**src/rtl/period_meter.sv**
```systemverilog
// rtl/period_meter.sv - measures src_clk cycles between rising edges of tick_in, with averaging and loss-of-signal timeout
module period_meter #(
    parameter int unsigned TIMEOUT  = 1_000_000,
    parameter int unsigned AVG_LOG2 = 3
) (
    input  logic        src_clk,
    input  logic        rst_n,
    input  logic        en,
    input  logic        tick_in,
    output logic [31:0] period,
    output logic        period_valid,
    output logic [31:0] avg_period,
    output logic        avg_valid,
    output logic        timeout
);

    localparam int AW = 32 + AVG_LOG2;
    localparam int NW = AVG_LOG2 + 1;
    localparam logic [NW-1:0] N_FULL = NW'(2 ** AVG_LOG2);
    localparam logic [31:0]   TO_CNT = 32'(TIMEOUT);

    typedef enum logic [1:0] {IDLE, ARM, MEASURE, LOST} state_t;

    state_t          state, state_nx;
    logic            s1, s2, s3;
    logic            rise;
    logic [31:0]     cnt, cnt_nx;
    logic [AW-1:0]   acc, acc_nx, acc_sum;
    logic [NW-1:0]   acc_n, acc_n_nx, n_inc;
    logic [31:0]     period_nx, avg_period_nx;
    logic            period_valid_nx, avg_valid_nx, timeout_nx;

    assign rise    = s2 & ~s3;
    assign acc_sum = acc + AW'(cnt);
    assign n_inc   = acc_n + NW'(1);

    always_comb begin
        state_nx        = state;
        cnt_nx          = cnt;
        acc_nx          = acc;
        acc_n_nx        = acc_n;
        period_nx       = period;
        avg_period_nx   = avg_period;
        period_valid_nx = 1'b0;
        avg_valid_nx    = 1'b0;
        timeout_nx      = timeout;
        if (!en) begin
            state_nx   = IDLE;
            cnt_nx     = '0;
            acc_nx     = '0;
            acc_n_nx   = '0;
            timeout_nx = 1'b0;
        end else begin
            case (state)
                IDLE: begin
                    cnt_nx   = '0;
                    acc_nx   = '0;
                    acc_n_nx = '0;
                    state_nx = ARM;
                end
                ARM: begin
                    if (rise) begin
                        cnt_nx   = 32'd1;
                        state_nx = MEASURE;
                    end
                end
                MEASURE: begin
                    // A rise on the timeout cycle still counts as a valid period
                    if (rise) begin
                        cnt_nx          = 32'd1;
                        period_nx       = cnt;
                        period_valid_nx = 1'b1;
                        if (n_inc == N_FULL) begin
                            avg_period_nx = acc_sum[AVG_LOG2 +: 32];
                            avg_valid_nx  = 1'b1;
                            acc_nx        = '0;
                            acc_n_nx      = '0;
                        end else begin
                            acc_nx   = acc_sum;
                            acc_n_nx = n_inc;
                        end
                    end else if (cnt == TO_CNT) begin
                        timeout_nx = 1'b1;
                        acc_nx     = '0;
                        acc_n_nx   = '0;
                        state_nx   = LOST;
                    end else begin
                        cnt_nx = cnt + 32'd1;
                    end
                end
                LOST: begin
                    if (rise) begin
                        cnt_nx     = 32'd1;
                        timeout_nx = 1'b0;
                        state_nx   = MEASURE;
                    end
                end
                default: state_nx = IDLE;
            endcase
        end
    end

    always_ff @(posedge src_clk or negedge rst_n) begin
        if (!rst_n) begin
            state        <= IDLE;
            s1           <= 1'b0;
            s2           <= 1'b0;
            s3           <= 1'b0;
            cnt          <= '0;
            acc          <= '0;
            acc_n        <= '0;
            period       <= '0;
            avg_period   <= '0;
            period_valid <= 1'b0;
            avg_valid    <= 1'b0;
            timeout      <= 1'b0;
        end else begin
            state        <= state_nx;
            s1           <= tick_in;
            s2           <= s1;
            s3           <= s2;
            cnt          <= cnt_nx;
            acc          <= acc_nx;
            acc_n        <= acc_n_nx;
            period       <= period_nx;
            avg_period   <= avg_period_nx;
            period_valid <= period_valid_nx;
            avg_valid    <= avg_valid_nx;
            timeout      <= timeout_nx;
        end
    end

endmodule

```
**config.mk**
```make
export PLATFORM = sky130hd
export DESIGN_NAME = period_meter
export DESIGN_NICKNAME = d
export VERILOG_FILES = /design/src/rtl/period_meter.sv
export SDC_FILE = /design/constraint.sdc
export NUM_CORES = 1
export LEC_CHECK = 0
export ABC_AREA = 1
export BUFFER_PORTS_ARGS = -buffer_cell sky130_fd_sc_hd__buf_2
export CELL_PAD_IN_SITES_DETAIL_PLACEMENT = 1
export CELL_PAD_IN_SITES_GLOBAL_PLACEMENT = 2
export CORE_MARGIN = 8
export CORE_UTILIZATION = 35
export CTS_CLUSTER_DIAMETER = 200
export CTS_CLUSTER_SIZE = 10
export DETAILED_ROUTE_END_ITERATION = 6
export PLACE_DENSITY = 0.79
export SKIP_CTS_REPAIR_TIMING = 1
export SLEW_MARGIN = 20
export SYNTH_ARGS = -nofsm -noshare
export SYNTH_HDL_FRONTEND = slang
export SYNTH_SLANG_ARGS = --single-unit
```
**constraint.sdc**
```tcl
create_clock -name src_clk -period 2.25 [get_ports src_clk]
set_input_delay 0.3375 -clock src_clk [delete_from_list [all_inputs] [get_ports src_clk]]
set_output_delay 0.3375 -clock src_clk [all_outputs]
set_load 0.05 [all_outputs]
```
==> impl_metrics.ini <==
[run]
cap_viol_max_count = 0

[clocking]
clk_pin_slew_worst_paths_ns = 0.06
cts_num_sinks = 143
clk_latency_ns = 0.43
root_buffer = clkbuf_16
cts_buffers = 17
htreeDepth = 4
cts_buffer_depth = 2
cts_tree = yes

[timing]
max_freq_mhz = 467
tightest_slew_ns = 0.944
tns_ns = 0
finalSetupViolations = 0
whs_ns = 0.274
min_period_over_period_pct = 95.2
period_needed_ns = 2.14
rsz0062_at_grt = yes
hold_viol_final = 0
skew_ns = 0.0120
relSlewSlack_pct = 37.0
slew_viol_final = 0

[yosys]
synth_fp_nets = 1278
ys.flop_type = dfrtp_1
ys_seq_elements = 143
ys_types = 36
ys_seq_area_share_pct = 40.6
synth_edf_count = 0
netlist_area_mm2 = 0.00881
syn-mean-instance-area_um2 = 7.12
netlist_instances = 1237
yosys_warnings = 0
synth_async_sr_flop_share_pct = 100

[critical_path]
worstSetupPathType = reg -> reg
worstPathArrival_ns = 2.46
cp.required_ns = 2.57
cp_cell_sequence = ha_1 > fa_2 > buf_4 > nand2_1 > nand3_2 > nand3_1 > nand2_2 > or2_2 > nand3_1 > nand2_1
worst_setup_path_start_kind = flop
cpLargestDelayFamily = simple AND/OR/NAND/NOR gates
path_buf_inv = 1
end_kind = flop
cpPeakStageDelay_ns = 0.42
worst_path_max_delay_cell = fa_2
crit_fanout = 4

[grt]
grt_max_degree = 59
grt_pass1_vias = 8928
antenna_found_initial = 0
grt_use_total_pct = 21.3
grt_pass1_wl_mm = 51.1
grt-ovfl-total = 0

[cells_and_area]
seqCellArea_mm2 = 0.00358
syn2layout_area_growth_pct = 21.8
fillerInstances = 3200
fin_nets = 1411
drive_gt1_share_pct = 17.1
antenna_cells = 0
multi_input_area_mm2 = 0.00469

[run_status]
outcome = finished clean

[routing]
drt_iter0_drc = 532
via_per_inst = 5.06
drt_pass1_iterations = 5
wirelength_mm = 32.0
drtAntennaViolNets = 0
dr_total_vias = 8667
post-route-drc-count = 0
wl_per_cell_um = 18.7

[die]
start_util_pct = 35.3
fp.dieArea_mm2 = 0.0305
die_w_um = 175
core_area_mm2 = 0.0250
num_io_pins = 71
rows = 58
die_height_um = 175

[pwr]
power_w = 0.00626
p_per_area_mw_per_mm2 = 583
peakVddDrop_uv = 378
leakage_nw = 5.64

[placement]
gp_congestion = 0.892
dp_hpwl_mm = 24.5
io_buffers = 70

[hold_path]
hold_class = in -> reg
[synth_stat cells (all sizes together), types with 7 or more instances]
master / number / area [um2]
nand3b: 9 / 67.6
inv: 126 / 475
clkbuf: 7 / 26.3
xnor2: 14 / 123
o21ai: 73 / 395
dfrtp: 143 / 3580
a22o: 7 / 61.3
nand4: 13 / 81.3
nand2: 457 / 1740
ha: 36 / 450
buf: 24 / 165
nor3: 29 / 145
xor2: 18 / 158
nor2: 120 / 492
a21oi: 36 / 180
nand3: 105 / 526
[worst register-to-register path, delay by kind of cell, from the launching register on]
family,cells,cell delay [ns]
flops,1,0.38
fa+ha+maj,2,0.66
simple gates,7,0.83
buf+inv,1,0.16
[cell usage in the layout, fill, tap and decap left out, types with 8 or more instances in the layout]
cell type  synthesis  routed
o21ai_2            8       8
buf_2             12      69
nand3_1          105     102
nor3_1            29      29
xnor2_1           14      14
nand3b_1           9       9
ha_1              36      25
o21ai_1           17      18
buf_4              6      71
nand2_2            5      12
nor2_1           113     108
clkbuf_16          0      17
o21ai_0           48      47
ha_2               0       8
a21oi_1           36      32
inv_1            119     119
dfrtp_1          143     142
xor2_1            18      18
nand2_1          451     444
nor2_2             4       9
nand4_1           13      13
[area by class of cell]
| class | count | share of cell area (%) |
|---|---|---|
| multi-input cells | 937 | 43.7 |
| flip-flops and latches | 143 | 33.3 |
| repair buffers | 145 | 8.84 |
| inverters | 126 | 4.43 |
| clock buffers | 18 | 4.00 |
| well taps | 330 | 3.84 |
| clock inverters | 14 | 1.90 |
[layer usage]
layer | track usage [%] | up-vias | share of wire (%)
met5 | 0 | - | 0
met4 | 5.90 | 0 | 2.1
met3 | 3.86 | 34 | 4.1
met2 | 33.9 | 162 | 45
met1 | 29.2 | 4245 | 48
li1 | - | 4226 | -
[logic make-up after synthesis]
| kind of cell | share of synthesized area (%) |
|---|---|
| DFF | 40.6 |
| xor gates and xnor gates | 3.18 |
| and+or+nand+nor | 34.9 |
| adders and majority gates | 5.34 |
| AOI/OAI and AO/OA | 8.46 |
| buffers and inverters | 7.57 |
[registers in the layout, indices dropped and copies added (netlist names)]
| name | flops |
|---|---|
| acc | 35 |
| period | 32 |
| s2 | 1 |
| acc_n | 4 |
| period_valid | 1 |
| timeout | 1 |
| avg_period | 32 |
| cnt | 32 |
| state | 2 |
| s3 | 1 |
| s1 | 1 |
| avg_valid | 1 |
[report_power, final]
group,switching [W],leakage (nW),internal (W)
clock,0.00127,0.304,0.00188
combinational,0.000370,3.35,0.000114
sequential,0.0000254,1.99,0.00260
total,0.00166,5.64,0.00459
[per-stage QoR]
stage | util, % | std cells | setup slack, ns | area [um2]
3_5_place_dp | 39.9 | 1677 | 0.0427 | 9950
4_1_cts | 42.4 | 1709 | 0.0226 | 10600
6_report | 43.0 | 1713 | 0.108 | 10700
2_1_floorplan | - | 1237 | 0.237 | 8810
5_1_grt | 43.0 | 1713 | -0.0369 | 10700
3_3_place_gp | 39.9 | 1677 | 0.0490 | 9950
[final timing paths]
path / slack [ns] / endpoint / startpoint / cells after the start
setup / recovery: 0.11 / acc[14] / cnt[0] / 10
setup reg to reg: 0.11 / acc[14] / cnt[0] / 10
hold reg to reg: 0.36 / s2 / s1 / 0
max in group asynchronous: 1.13 / acc[16] / rst_n / 3
min in group asynchronous: 0.40 / cnt[25] / rst_n / 2
hold / removal: 0.27 / cnt[20] / en / 3
Power figures use the tool's default switching activity.
